`src/rtl/irq_ctrl_pkg.sv`:
```
// Purpose: shared CPU definitions for the interrupt controller: register offsets, CTRL/CAUSE bit positions, FSM encoding.
// Latency: n/a (definitions only).
// Backpressure: n/a.
package irq_ctrl_pkg;

    // Register offsets, decoded from Addr[3:2]
    localparam logic [1:0] REG_MASK  = 2'd0;
    localparam logic [1:0] REG_PEND  = 2'd1;
    localparam logic [1:0] REG_CAUSE = 2'd2;
    localparam logic [1:0] REG_CTRL  = 2'd3;

    // CTRL bit positions
    localparam int CTRL_EN_BIT   = 0;
    localparam int CTRL_MODE_BIT = 1;   // 0 = level, 1 = edge

    // Width of a latched source id
    localparam int ID_W = 3;

    typedef enum logic [1:0] {
        ST_IDLE     = 2'd0,
        ST_ACTIVE   = 2'd1,
        ST_EOI_WAIT = 2'd2
    } irq_state_t;

    // CAUSE read value: valid flag in bit31, source id in bits[2:0]
    function automatic logic [31:0] cause_word(input logic valid, input logic [ID_W-1:0] id);
        return valid ? {1'b1, 28'd0, id} : 32'd0;
    endfunction

endpackage

```
`src/rtl/irq_prio_enc.sv`:
```
// Purpose: fixed-priority encoder, lowest set index wins (bit 0 highest priority).
// Latency: combinational.
// Backpressure: none.
//
// Ports: req [NSRC-1:0] in; vld (any request) and idx [2:0] (winning index) out.
module irq_prio_enc
    import irq_ctrl_pkg::*;
#(
    parameter int NSRC = 4
) (
    input  logic [NSRC-1:0] req,
    output logic            vld,
    output logic [ID_W-1:0] idx
);

    always_comb begin
        idx = '0;
        // Scan downward so the lowest requesting index is the last one written.
        for (int i = NSRC - 1; i >= 0; i--) begin
            if (req[i]) begin
                idx = i[ID_W-1:0];
            end
        end
        vld = |req;
    end

endmodule

```
`src/rtl/irq_ctrl.sv`:
```
// Purpose: memory-mapped interrupt controller, NSRC sources, level/edge modes, single outstanding request to the CPU.
// Latency: irq_in rise before edge k -> PEND after edge k -> IRQ after edge k+1; IRQ low >= 2 cycles after EOI.
// Backpressure: none; register writes and FSM updates always complete in the cycle they are presented.
//
// Ports: clk, reset (async active-low); Addr[31:2]/WE/Din register write, Dout combinational read
//        from Addr[3:2]; irq_in[NSRC-1:0] source requests; IRQ registered request to the CPU.
module irq_ctrl #(
    parameter int NSRC = 4
) (
    input  logic            clk,
    input  logic            reset,
    input  logic [31:2]     Addr,
    input  logic            WE,
    input  logic [31:0]     Din,
    output logic [31:0]     Dout,
    input  logic [NSRC-1:0] irq_in,
    output logic            IRQ
);

    import irq_ctrl_pkg::*;

    logic [NSRC-1:0] mask_q;
    logic [NSRC-1:0] pend_q;
    logic [NSRC-1:0] prev_q;
    logic            en_q;
    logic            mode_q;
    irq_state_t      state_q;
    logic [ID_W-1:0] cur_id_q;
    logic            irq_q;

    logic [1:0]      sel;
    logic            wr_mask;
    logic            wr_pend;
    logic            wr_cause;
    logic            wr_ctrl;
    logic            eoi;
    logic [NSRC-1:0] src_edge;
    logic [NSRC-1:0] pend_vis;
    logic [NSRC-1:0] req;
    logic [NSRC-1:0] clr_w1c;
    logic [NSRC-1:0] clr_eoi;
    logic [NSRC-1:0] pend_nxt;
    logic            win_vld;
    logic [ID_W-1:0] win_idx;

    // Only Addr[3:2] is decoded; upper address and data bits are intentionally ignored.
    logic unused_bits;
    assign unused_bits = ^{Addr[31:4], Din};

    assign sel      = Addr[3:2];
    assign wr_mask  = WE && (sel == REG_MASK);
    assign wr_pend  = WE && (sel == REG_PEND);
    assign wr_cause = WE && (sel == REG_CAUSE);
    assign wr_ctrl  = WE && (sel == REG_CTRL);

    // A CAUSE write only means EOI while a request is outstanding.
    assign eoi = wr_cause && (state_q == ST_ACTIVE);

    assign src_edge = irq_in & ~prev_q;

    // In level mode PEND mirrors the registered input directly; pend_q only matters in edge mode.
    assign pend_vis = mode_q ? pend_q : prev_q;
    assign req      = pend_vis & mask_q;

    always_comb begin
        clr_w1c = wr_pend ? Din[NSRC-1:0] : '0;
        clr_eoi = '0;
        for (int i = 0; i < NSRC; i++) begin
            clr_eoi[i] = eoi && (cur_id_q == i[ID_W-1:0]);
        end
    end

    // Edge mode: clear first, then OR in new edges so a coincident set wins.
    // Level mode: track irq_in so pend_q is already consistent if software switches to edge mode.
    assign pend_nxt = mode_q ? ((pend_q & ~(clr_w1c | clr_eoi)) | src_edge) : irq_in;

    irq_prio_enc #(
        .NSRC (NSRC)
    ) u_prio_enc (
        .req (req),
        .vld (win_vld),
        .idx (win_idx)
    );

    // Software-visible registers and input history
    always_ff @(posedge clk or negedge reset) begin
        if (!reset) begin
            mask_q <= '0;
            pend_q <= '0;
            prev_q <= '0;
            en_q   <= 1'b0;
            mode_q <= 1'b0;
        end else begin
            prev_q <= irq_in;
            pend_q <= pend_nxt;
            if (wr_mask) begin
                mask_q <= Din[NSRC-1:0];
            end
            if (wr_ctrl) begin
                en_q   <= Din[CTRL_EN_BIT];
                mode_q <= Din[CTRL_MODE_BIT];
            end
        end
    end

    // Request FSM; IRQ is registered alongside the state so it is glitch-free.
    always_ff @(posedge clk or negedge reset) begin
        if (!reset) begin
            state_q  <= ST_IDLE;
            cur_id_q <= '0;
            irq_q    <= 1'b0;
        end else begin
            case (state_q)
                ST_IDLE: begin
                    if (en_q && win_vld) begin
                        cur_id_q <= win_idx;
                        irq_q    <= 1'b1;
                        state_q  <= ST_ACTIVE;
                    end
                end
                ST_ACTIVE: begin
                    // cur_id and IRQ are frozen here; only EOI releases them.
                    if (eoi) begin
                        irq_q   <= 1'b0;
                        state_q <= ST_EOI_WAIT;
                    end
                end
                ST_EOI_WAIT: begin
                    // One dead cycle guarantees a visible low gap before the next request.
                    state_q <= ST_IDLE;
                end
                default: begin
                    irq_q   <= 1'b0;
                    state_q <= ST_IDLE;
                end
            endcase
        end
    end

    assign IRQ = irq_q;

    always_comb begin
        Dout = 32'd0;
        case (sel)
            REG_MASK:  Dout = {{(32-NSRC){1'b0}}, mask_q};
            REG_PEND:  Dout = {{(32-NSRC){1'b0}}, pend_vis};
            REG_CAUSE: Dout = cause_word(state_q == ST_ACTIVE, cur_id_q);
            REG_CTRL:  Dout = {30'd0, mode_q, en_q};
            default:   Dout = 32'd0;
        endcase
    end

endmodule

```
`config.mk`:
```
export PLATFORM = sky130hd
export DESIGN_NAME = irq_ctrl
export DESIGN_NICKNAME = d
export VERILOG_FILES = /design/src/rtl/irq_ctrl_pkg.sv /design/src/rtl/irq_prio_enc.sv /design/src/rtl/irq_ctrl.sv
export SDC_FILE = /design/constraint.sdc
export NUM_CORES = 1
export LEC_CHECK = 0
export ABC_AREA = 1
export CAP_MARGIN = 20
export CORE_UTILIZATION = 29
export CTS_CLUSTER_DIAMETER = 50
export DETAILED_ROUTE_END_ITERATION = 7
export PLACE_DENSITY = 0.77
export SYNTH_ARGS = -nofsm -noshare
export SYNTH_HDL_FRONTEND = slang
export SYNTH_SLANG_ARGS = --single-unit
```
`constraint.sdc`:
```
create_clock -name clk -period 1.23 [get_ports clk]
set_input_delay 0.246 -clock clk [delete_from_list [all_inputs] [get_ports clk]]
set_output_delay 0.246 -clock clk [all_outputs]
set_load 0.02 [all_outputs]
```
# Word-level counts from Yosys, hierarchy flattened
# Cells that the tools add are included.
[classes]
reduce_logical = 17
multipliers = 0
order_cmp = 0
n_mux = 15
shifts = 0
n_addsub = 0
n_eq_ne = 10
bitwise = 8
div_mod_pow = 0
[op_table]
columns = ["operator", "n"]
rows = [
  ["$pmux 32 s4", 1],
  ["$mux 32", 1],
  ["$and 4x4->4", 3],
  ["$mux 2", 6],
  ["$mux 4", 3],
  ["$logic_and 1x1->1", 10],
  ["$not 4->4", 2],
  ["$or 4x4->4", 2],
  ["$eq 2x2->1 const B", 3],
  ["$eq 3x2->1 const B", 2],
  ["$eq 2x1->1 const B", 2],
  ["$logic_not 2->1", 2],
  ["$ne 2x2->1 const B", 2],
  ["$pmux 2 s2", 1],
  ["$reduce_and 2->1", 2],
  ["$reduce_or 4->1", 1],
  ["$eq 3x1->1 const B", 1],
  ["$logic_not 3->1", 1],
  ["$pmux 1 s3", 1],
  ["$reduce_and 3->1", 1],
  ["$mux 1", 2],
  ["$not 1->1", 1],
]
[totals]
out_inout_bits = 33
word_cells = 58
memories = 0
mem_bits_ro = 0
in_bits = 69
reg_bits = 20
latchBits = 0
ramBits = 0

# Depth between registers and ports, before layout
# Gate-level depths: netlist of run 1.
[logic_depth]
word_depth = 9
mapped_depth = 9
mapped_depth_nobuf = 9

# By module
# Synthesis of run 1 repeated with hierarchy kept, for this count alone.
[unflattened]
hier_cells = 186
area_unflattened_um2 = 1302.5
[by_module_without_submodules]
columns = ["module", "n_inst", "cells_per_inst", "seq_area_each_um2", "area_per_inst_um2"]
rows = [
  ["irq_ctrl", 1, 175, 500.5, 1244.9],
  ["irq_prio_enc", 1, 11, 0.0, 57.6],
]

# Worst setup path before layout of run 1
# Ideal clock, no wire load.
[synth_timing]
path_type = "reg-to-output"
startpoint = "register state_q[0]"
endpoint = "output Dout[1]"
path_slack_ns = -0.127
path_buffers = 0
arrival_time_ns = 1.111
path_stages_with_launch = 5
t_required_ns = 0.984
cell_sequence = "dfrtp_1 -> inv_1 -> nor2_1 -> nand2_4 -> o2111ai_1"
[synth_via]
elab_chain_len = 3
[synth_rtl]
columns = ["item", "line_no", "source"]
rows = [
  ["start: declaration", "irq_ctrl.sv:27", "irq_state_t state_q;"],
  ["start signal: assignment", "irq_ctrl.sv:109", "state_q <= ST_IDLE;"],
  ["start signal: assignment", "irq_ctrl.sv:118", "state_q <= ST_ACTIVE;"],
  ["start signal: assignment", "irq_ctrl.sv:125", "state_q <= ST_EOI_WAIT;"],
  ["$eq 2x1->1", "irq_ctrl.sv:147", "REG_CAUSE: Dout = cause_word(state_q == ST_ACTIVE, cur_id_q);"],
  ["$mux 32", "irq_ctrl_pkg.sv:27", "return valid ? {1'b1, 28'd0, id} : 32'd0;"],
  ["$pmux 32 s4", "irq_ctrl.sv:144", "case (sel)"],
  ["end: declaration", "irq_ctrl.sv:15", "output logic [31:0] Dout,"],
]
# No other way between the ends.

# Worst setup path after layout of run 1
[layout_timing]
startpoint = "register mode_q"
endpoint = "output Dout[1]"
[layout_via]
elab_chain_len = 2
[layout_rtl]
columns = ["item", "line_no", "source"]
rows = [
  ["start: declaration", "irq_ctrl.sv:26", "logic mode_q;"],
  ["start signal: assignment", "irq_ctrl.sv:101", "mode_q <= Din[CTRL_MODE_BIT];"],
  ["$mux 4", "irq_ctrl.sv:62", "assign pend_vis = mode_q ? pend_q : prev_q;"],
  ["$pmux 32 s4 *", "irq_ctrl.sv:144", ""],
]
# Every way passes the cells marked *; elsewhere a longest branch is shown, timed or not.

==> results of run 1 <==
-- worst max-delay path: stages, from the launching register on --
cell and delay [ns]:
dfrtp_2 0.46, buf_6 0.14, buf_6 0.11, nand3_4 0.05, o2111ai_2 0.13, buf_4 0.18
-- metal layers --
metal	track usage [%]	wire length, um	share of wire (%)	up-vias
met5	0	0	0	-
met2	20.5	1220	47	33
li1	-	-	-	532
met1	16.2	1210	47	480
met4	7.18	57	2.2	0
met3	2.23	116	4.4	6
-- repair_timing --
action                     CTS  global route
hold buffers                 0             0
gates resized for setup     49            16
pin swaps                    7             4
setup endpoints to repair   18            14
cloned                       0             0
buffers inserted             3             4
-- worst min path at each step --
| stage | startpoint | cells after the start | endpoint |
|---|---|---|---|
| after floorplan | reset | 0 | IRQ |
| after CTS | reset | 2 | pend_q[2] |
| after global placement | IRQ | 2 | IRQ |
| after global routing | reset | 2 | pend_q[1] |
| final | reset | 2 | prev_q[1] |
| after detailed placement | IRQ | 2 | IRQ |
-- metrics by stage --
step / instances / utilization [%] / hold WS [ns] / instance area, um2
2_1_floorplan: 178 / - / -0.0496 / 1330
3_3_place_gp: 246 / 38.9 / 0.487 / 1570
3_5_place_dp: 246 / 38.9 / 0.494 / 1570
4_1_cts: 252 / 41.8 / 0.329 / 1690
5_1_grt: 255 / 43.6 / 0.342 / 1760
6_report: 255 / 43.6 / 0.318 / 1760
-- cells by family after synthesis --
logic type,Yosys count
other cells,1
flops,19
buf+inv,43
compound gates,15
simple gates,73
mux,1
-- cell type report --
type | count | share of cell area, %
multi-input combinational | 116 | 38.7
sequential | 19 | 27.1
timing repair buffer | 51 | 24.8
tap | 50 | 3.56
inverter | 15 | 3.20
clock buffer | 3 | 2.35
clock inverter | 1 | 0.285
-- placed cells by master (no fill, tap or decap), drive strengths merged --
master          n
mux2            1
a22o            1
buf            38
a21oi           3
conb           27
nand2          51
dfrtp          19
nand4           3
clkinv          1
nor3b           1
dlygate4sd2     2
o2111ai         1
inv            15
clkdlybuf4s50  10
clkbuf          4
o21ai           9
nor4            1
nand3          10
a31oi           1
nor2            7
-- power by group through the flow --
stage / clock, mW / sequential [mW] / combinational [mW]
3_3_place_gp: 0 / 0.830 / 0.950
6_report: 0.439 / 0.833 / 1.17
4_1_cts: 0.451 / 0.833 / 1.05
5_1_grt: 0.483 / 0.848 / 1.28
2_1_floorplan: 0 / 0.853 / 0.558
3_5_place_dp: 0 / 0.837 / 0.958
-- sequential cells by signal, indices dropped and copies added, names as in the netlist --
| register | flops |
|---|---|
| IRQ | 1 |
| mode_q | 1 |
| mask_q | 4 |
| cur_id_q | 2 |
| prev_q | 4 |
| pend_q | 4 |
| en_q | 1 |
| state_q | 2 |
==> Implementation_results.wiki, run 1 <==
{| class="wikitable"
! Metric !! Value
|-
| Failing checks || setup timing
|-
| Path type of the worst setup path || reg2out
|-
| Portion of synthesized cell area occupied by the leading cell type || between 30% and 40%
|-
| Die width || 66.8 um
|-
| Gate power share || 47.9%
|-
| Top cells by area, synth || dfrtp_1, buf_4, nand2_1
|-
| Level count of the clock H-tree || 1
|-
| DP Worst Slack || -0.913 ns
|-
| Arr. time, crit path || 1.33 ns
|-
| Diode insertion count for antenna repair || 0
|-
| Reg-to-reg startpoint || mode_q
|-
| Total standard cell area after synthesis || 1220 um2
|-
| Detailed-routing iteration count for the pre-antenna-repair pass || 4
|-
| Number of antenna violations at the first check in global routing || 0
|-
| Unrepaired setup endpoints after global routing || true
|-
| Net Sw Frac || approximately 37%
|-
| Layout Nets || 275
|-
| Number of DRC violations after detailed routing || 0
|-
| Total clock buffers created by CTS || 3
|-
| Reg2Reg Capture Point || cur_id_q[1]
|-
| Compound-gate portion of the synthesized area || 7.19%
|-
| Main combinational cell family by area after synthesis || simple AND/OR/NAND/NOR gates
|-
| Final setup violating endpoints || 9
|-
| Final setup skew || 0.00166 ns
|-
| Result of the run || complete, but fails checks
|-
| Total number of clock tree sinks || 19
|-
| Post-route setup slack || -0.351 ns
|-
| Setup slack of the most critical reg-to-reg path || -0.10 ns
|-
| Synth Area in Adders || 0%
|-
| Max Clk Rate || 633 MHz
|-
| Via count of the first global-routing pass || approximately 970
|-
| Port bufs || 18
|-
| Chip height || 66.8 um
|-
| Leakage power || slightly above 0.9 nW
|-
| Area taken by flip-flops and latches || approximately 480 um2
|-
| Switching power of the nets || 913 uW
|-
| Area inside the core boundary || 4030 um2
|-
| Yosys warning total || 0
|-
| Cell types with the highest counts after synthesis || nand2_1, buf_4, dfrtp_1
|-
| Final slew viol count || 0
|-
| Worst setup path startpoint || mode_q
|-
| Data required time at the worst endpoint || roughly 0.98 ns
|-
| Type of the most critical hold path || in2async
|-
| Mean post-synth cell area || 8.02 um2
|-
| Register share of total power || between 30% and 40%
|-
| Maximum fanout count along the critical path || 7
|-
| Die footprint || between 4000 and 5000 um2
|-
| Sort of element at the start of the critical path || flop
|-
| Largest net degree at the start of global routing || 20
|-
| DP Wirelength || 1910 um
|-
| First-pass GRT wire length || 4150 um
|-
| Ys async rst share || 100%
|-
| Crit. End Element || output pin
|-
| Placer's final routability congestion estimate || between 0.8 and 0.9
|-
| Vias after detailed routing || 1051
|-
| Number of distinct library cells after synthesis || 24
|-
| Number of failing hold endpoints at the final stage || 0
|-
| Layout cells sized above 1 || around two fifths
|-
| CTS root buffer || clkbuf_8
|-
| Iteration-0 DRC Markers || 36
|-
| Number of synthesized flops with an enable pin || 0
|-
| Clock group share of total power || 18.0%
|-
| Mux cell area share after synthesis || less than 1%
|-
| Area growth syn-to-layout || 44.3%
|-
| Final TNS setup || -1.74 ns
|-
| Gate Count Post-Synth || around 150
|-
| Most numerous cell in the Yosys netlist || nand2_1
|-
| Placement Rows || 23
|-
| Xor and xnor area share after synthesis || 0%
|-
| Clock latency on the worst-skew pair || 0.26 ns
|-
| Via/cell ratio || approximately 4
|-
| Post-detailed-routing wire length || between 2000 and 3000 um
|-
| Post-layout total power || roughly 2.4 mW
|-
| Fill count || 406
|-
| Clock-pin slew on the worst setup and hold paths || 0.07 ns
|-
| End of the critical path || Dout[1]
|-
| DRT antenna net count || 0
|-
| Simple-gate share of the synthesized area || 30.4%
|-
| VDD IR-drop max || 520 uV
|-
| Dominant register cell in the synthesized netlist || dfrtp_1
|-
| TritonCTS clock tree || yes
|-
| Initial core utilization || 30.2%
|-
| Top cell type by total area after synthesis || dfrtp_1
|-
| Max clock buf depth || 2
|-
| Register area share after synthesis || between 30% and 40%
|-
| Post-layout min period || 1.58 ns
|-
| Multi-input logic area || 681 um2
|-
| Wirelength per Cell || 10.2 um
|-
| Leftover overflow at the end of global routing || 0
|-
| Internal power || 1.53 mW
|-
| Power density normalized to cell area || ~1400 nW/um2
|-
| Max-capacitance violation count || 0
|-
| GRT Util Overall || 12.9%
|-
| Top Ports || 102
|-
| Worst reg-to-reg path cell count || 8
|-
| Synthesis-stage register bit count || 19
|-
| Final critical-path share of the clock period || 129%
|}
(Power assumes the default switching activity.)
==> run 2, diff against run 1 <==
CAP_MARGIN = unset   (was 20)
CORE_UTILIZATION = 35   (was 29)
PLACE_DENSITY = 0.87   (was 0.77)
clock period = 2 ns   (was 1.23 ns; I/O delays follow)
==> Implementation_results.wiki, run 2 (synthesis results as in run 1) <==
{| class="wikitable"
! Metric !! Value
|-
| Result of the run || complete, but fails checks
|-
| Failing checks || DRC
|-
| Final slew viol count || 0 (unchanged)
|-
| Most common library cell in the layout ignoring fill and taps || nand2_1
|-
| Post-CTS repair timing setup buffer count || 0 (-3)
|-
| Arr. time, crit path || 1.52 ns (+0.19 ns)
|-
| Number of failing hold endpoints at the final stage || 0 (unchanged)
|-
| Total number of clock tree sinks || 19 (unchanged)
|-
| Worst reg-to-reg path cell count || 9 (+1)
|-
| Gate power share || 39.6% (-8.3 points)
|-
| Most common cell on crit path || nand2_1
|-
| First-pass GRT wire length || 3770 um (-9.3%)
|-
| Via/cell ratio || 4.29 (+4.0%)
|-
| DP Worst Slack || -0.445 ns (+0.467 ns)
|-
| Number of logic stages on the critical path including buffering || 7 (+2)
|-
| Vias after detailed routing || 977 (-7.0%)
|-
| Max Clk Rate || roughly 520 MHz
|-
| Placement Rows || 21 (-8.7%)
|-
| Layout cells sized above 1 || 20.9% (-18 points)
|-
| Post-detailed-routing wire length || 2200 um (-16%)
|-
| CTS root buffer || clkbuf_4
|-
| DP Wirelength || 1740 um (-8.6%)
|-
| Via count of the first global-routing pass || 878 (-9.6%)
|-
| Die width || 61.0 um (-8.7%)
|-
| Post-route setup slack || 0.0758 ns (+0.427 ns)
|-
| Internal power || 717 uW (-53%)
|-
| Final critical-path share of the clock period || 96.2%
|-
| Leftover overflow at the end of global routing || 0 (unchanged)
|-
| Number of placed instances, taps included || 224 (-8.9%)
|-
| DRT antenna net count || 0 (unchanged)
|-
| CP max stage delay || 0.50 ns (+0.04 ns)
|-
| Area growth syn-to-layout || 17.1%
|-
| Reg-to-reg startpoint || mode_q
|-
| Max clock buf depth || 2 (unchanged)
|-
| Placed instance area || 1420 um2 (-9.7%)
|-
| Post-layout total power || 1.18 mW (-52%)
|-
| Standard cell with the maximum stage delay on the critical path || clkdlybuf4s50_1
|-
| Largest net degree at the start of global routing || 20 (unchanged)
|-
| Fill count || 352 (-13%)
|-
| Number of DRC violations after detailed routing || 2 (+2)
|-
| Initial core utilization || 36.5% (+6.3 points)
|-
| Net Sw Frac || 39.2% (+1.8 points)
|-
| Clock latency on the worst-skew pair || 0.30 ns (+0.04 ns)
|-
| Path type of the worst setup path || in2out
|-
| Worst setup path startpoint || Addr[3]
|-
| Final setup violating endpoints || 0 (-9)
|-
| Type of the most critical hold path || in2async
|-
| Layout Nets || 252 (-8.4%)
|-
| Crit. End Element || output pin
|-
| Diode insertion count for antenna repair || 0 (unchanged)
|-
| Detailed-routing iteration count for the pre-antenna-repair pass || 6 (+2)
|-
| Maximum fanout count along the critical path || 4 (-3)
|-
| VDD IR-drop max || 341 uV (-34%)
|-
| Wirelength per Cell || 9.65 um (-5.7%)
|-
| Iteration-0 DRC Markers || 43 (+19%)
|-
| Max-capacitance violation count || 0 (unchanged)
|-
| Total clock buffers created by CTS || 3 (unchanged)
|-
| Area inside the core boundary || 3340 um2 (-17%)
|-
| GRT Util Overall || 14.0% (+1.1 points)
|-
| Chip height || 61.0 um (-8.7%)
|-
| Series of cell instances along the critical path || clkdlybuf4s50_1, inv_2, nand2_1, inv_1, nand2_1, o2111ai_2, buf_4
|-
| Port bufs || 18 (unchanged)
|-
| Final design instance area without fill || 1430 um2 (-19%)
|-
| Non-filler cells, final || 228 (-11%)
|-
| Sort of element at the start of the critical path || input pin
|-
| Worst path bufs/invs || 4 (+1)
|-
| Power density normalized to cell area || 825 nW/um2 (-41%)
|-
| Post-layout min period || 1.92 ns
|-
| Top Ports || 102 (unchanged)
|-
| Number of antenna violations at the first check in global routing || 0 (unchanged)
|-
| Level count of the clock H-tree || 1 (unchanged)
|-
| Register share of total power || 44.2% (+10 points)
|-
| Cell family with the largest share of critical-path delay || buffers and inverters
|-
| TritonCTS clock tree || yes
|-
| Clock-pin slew on the worst setup and hold paths || 0.11 ns (+0.04 ns)
|-
| Unrepaired setup endpoints after global routing || false
|-
| Die footprint || 3720 um2 (-17%)
|-
| Number of buffers added to fix hold violations after cts || 0 (unchanged)
|-
| Final setup skew || 0.00798 ns (+0.00632 ns)
|-
| Switching power of the nets || 461 uW (-49%)
|-
| Leakage power || 0.761 nW (-19%)
|-
| Most frequent cells in the layout || nand2_1, conb_1, dfrtp_1, inv_1
|-
| Placer's final routability congestion estimate || 0.940 (+7.5%)
|-
| Clock group share of total power || 16.3% (-1.7 points)
|-
| Data required time at the worst endpoint || 1.60 ns (+0.62 ns)
|-
| Largest registers in the final layout || mask_q (4), pend_q (4), prev_q (4)
|}
-- run 2: power by group through the flow --
stage,Clock (mW),Combinational [mW],Sequential (mW)
CTS,0.201,0.464,0.519
floorplan,0,0.336,0.525
finish,0.191,0.466,0.520
global route,0.220,0.533,0.533
detailed placement,0,0.473,0.525
global placement,0,0.466,0.520
-- run 2: repair_timing --
| item | 4_1_cts | 5_1_grt |
|---|---|---|
| resized for setup | 17 | 6 |
| setup endpoints to repair | 5 | 5 |
| gates cloned | 0 | 0 |
-- run 2: worst reg2reg max path, cell delays in order, from the launching register on --
cell	delay (ns)
dfrtp_1	0.48
buf_4	0.18
nand2_1	0.04
o21ai_0	0.11
nand2_1	0.11
nand2_1	0.06
nand2_1	0.14
nand2_2	0.06
nand2_1	0.07
nand2_1	0.04
-- run 2: final timing paths --
check / end / slack (ns)
min in group clk: IRQ / 0.52
min reg2reg: IRQ / 0.52
max reg2reg: cur_id_q[0] / 0.60
max in group asynchronous: cur_id_q[0] / 1.38
min: mask_q[2] / 0.42
max: Dout[1] / 0.08
-- run 2: stage by stage --
step	hold WS [ns]	TNS (ns)	util, %
finish	0.417	0	42.8
global route	0.438	0	42.8
CTS	0.422	0	43.0
detailed placement	0.500	-1.98	42.4
global placement	0.485	-1.94	42.4
floorplan	0.104	0	-
-- run 2: final cells by class --
type | count | area, um2 | share of cell area (%)
Tap cell | 46 | 57.6 | 4.03
Clock buffer | 3 | 22.5 | 1.58
Clock inverter | 1 | 5.00 | 0.351
Sequential cell | 19 | 475 | 33.3
Inverter | 15 | 56.3 | 3.94
Timing Repair Buffer | 28 | 234 | 16.4
Multi-Input combinational cell | 116 | 577 | 40.4
-- run 2: per-layer routing --
metal	global-route usage [%]	routed length, um	up-vias
met1	18.8	1030	433
li1	-	-	496
met5	0	0	-
met4	4.87	19	0
met2	22.8	980	43
met3	2.35	169	5
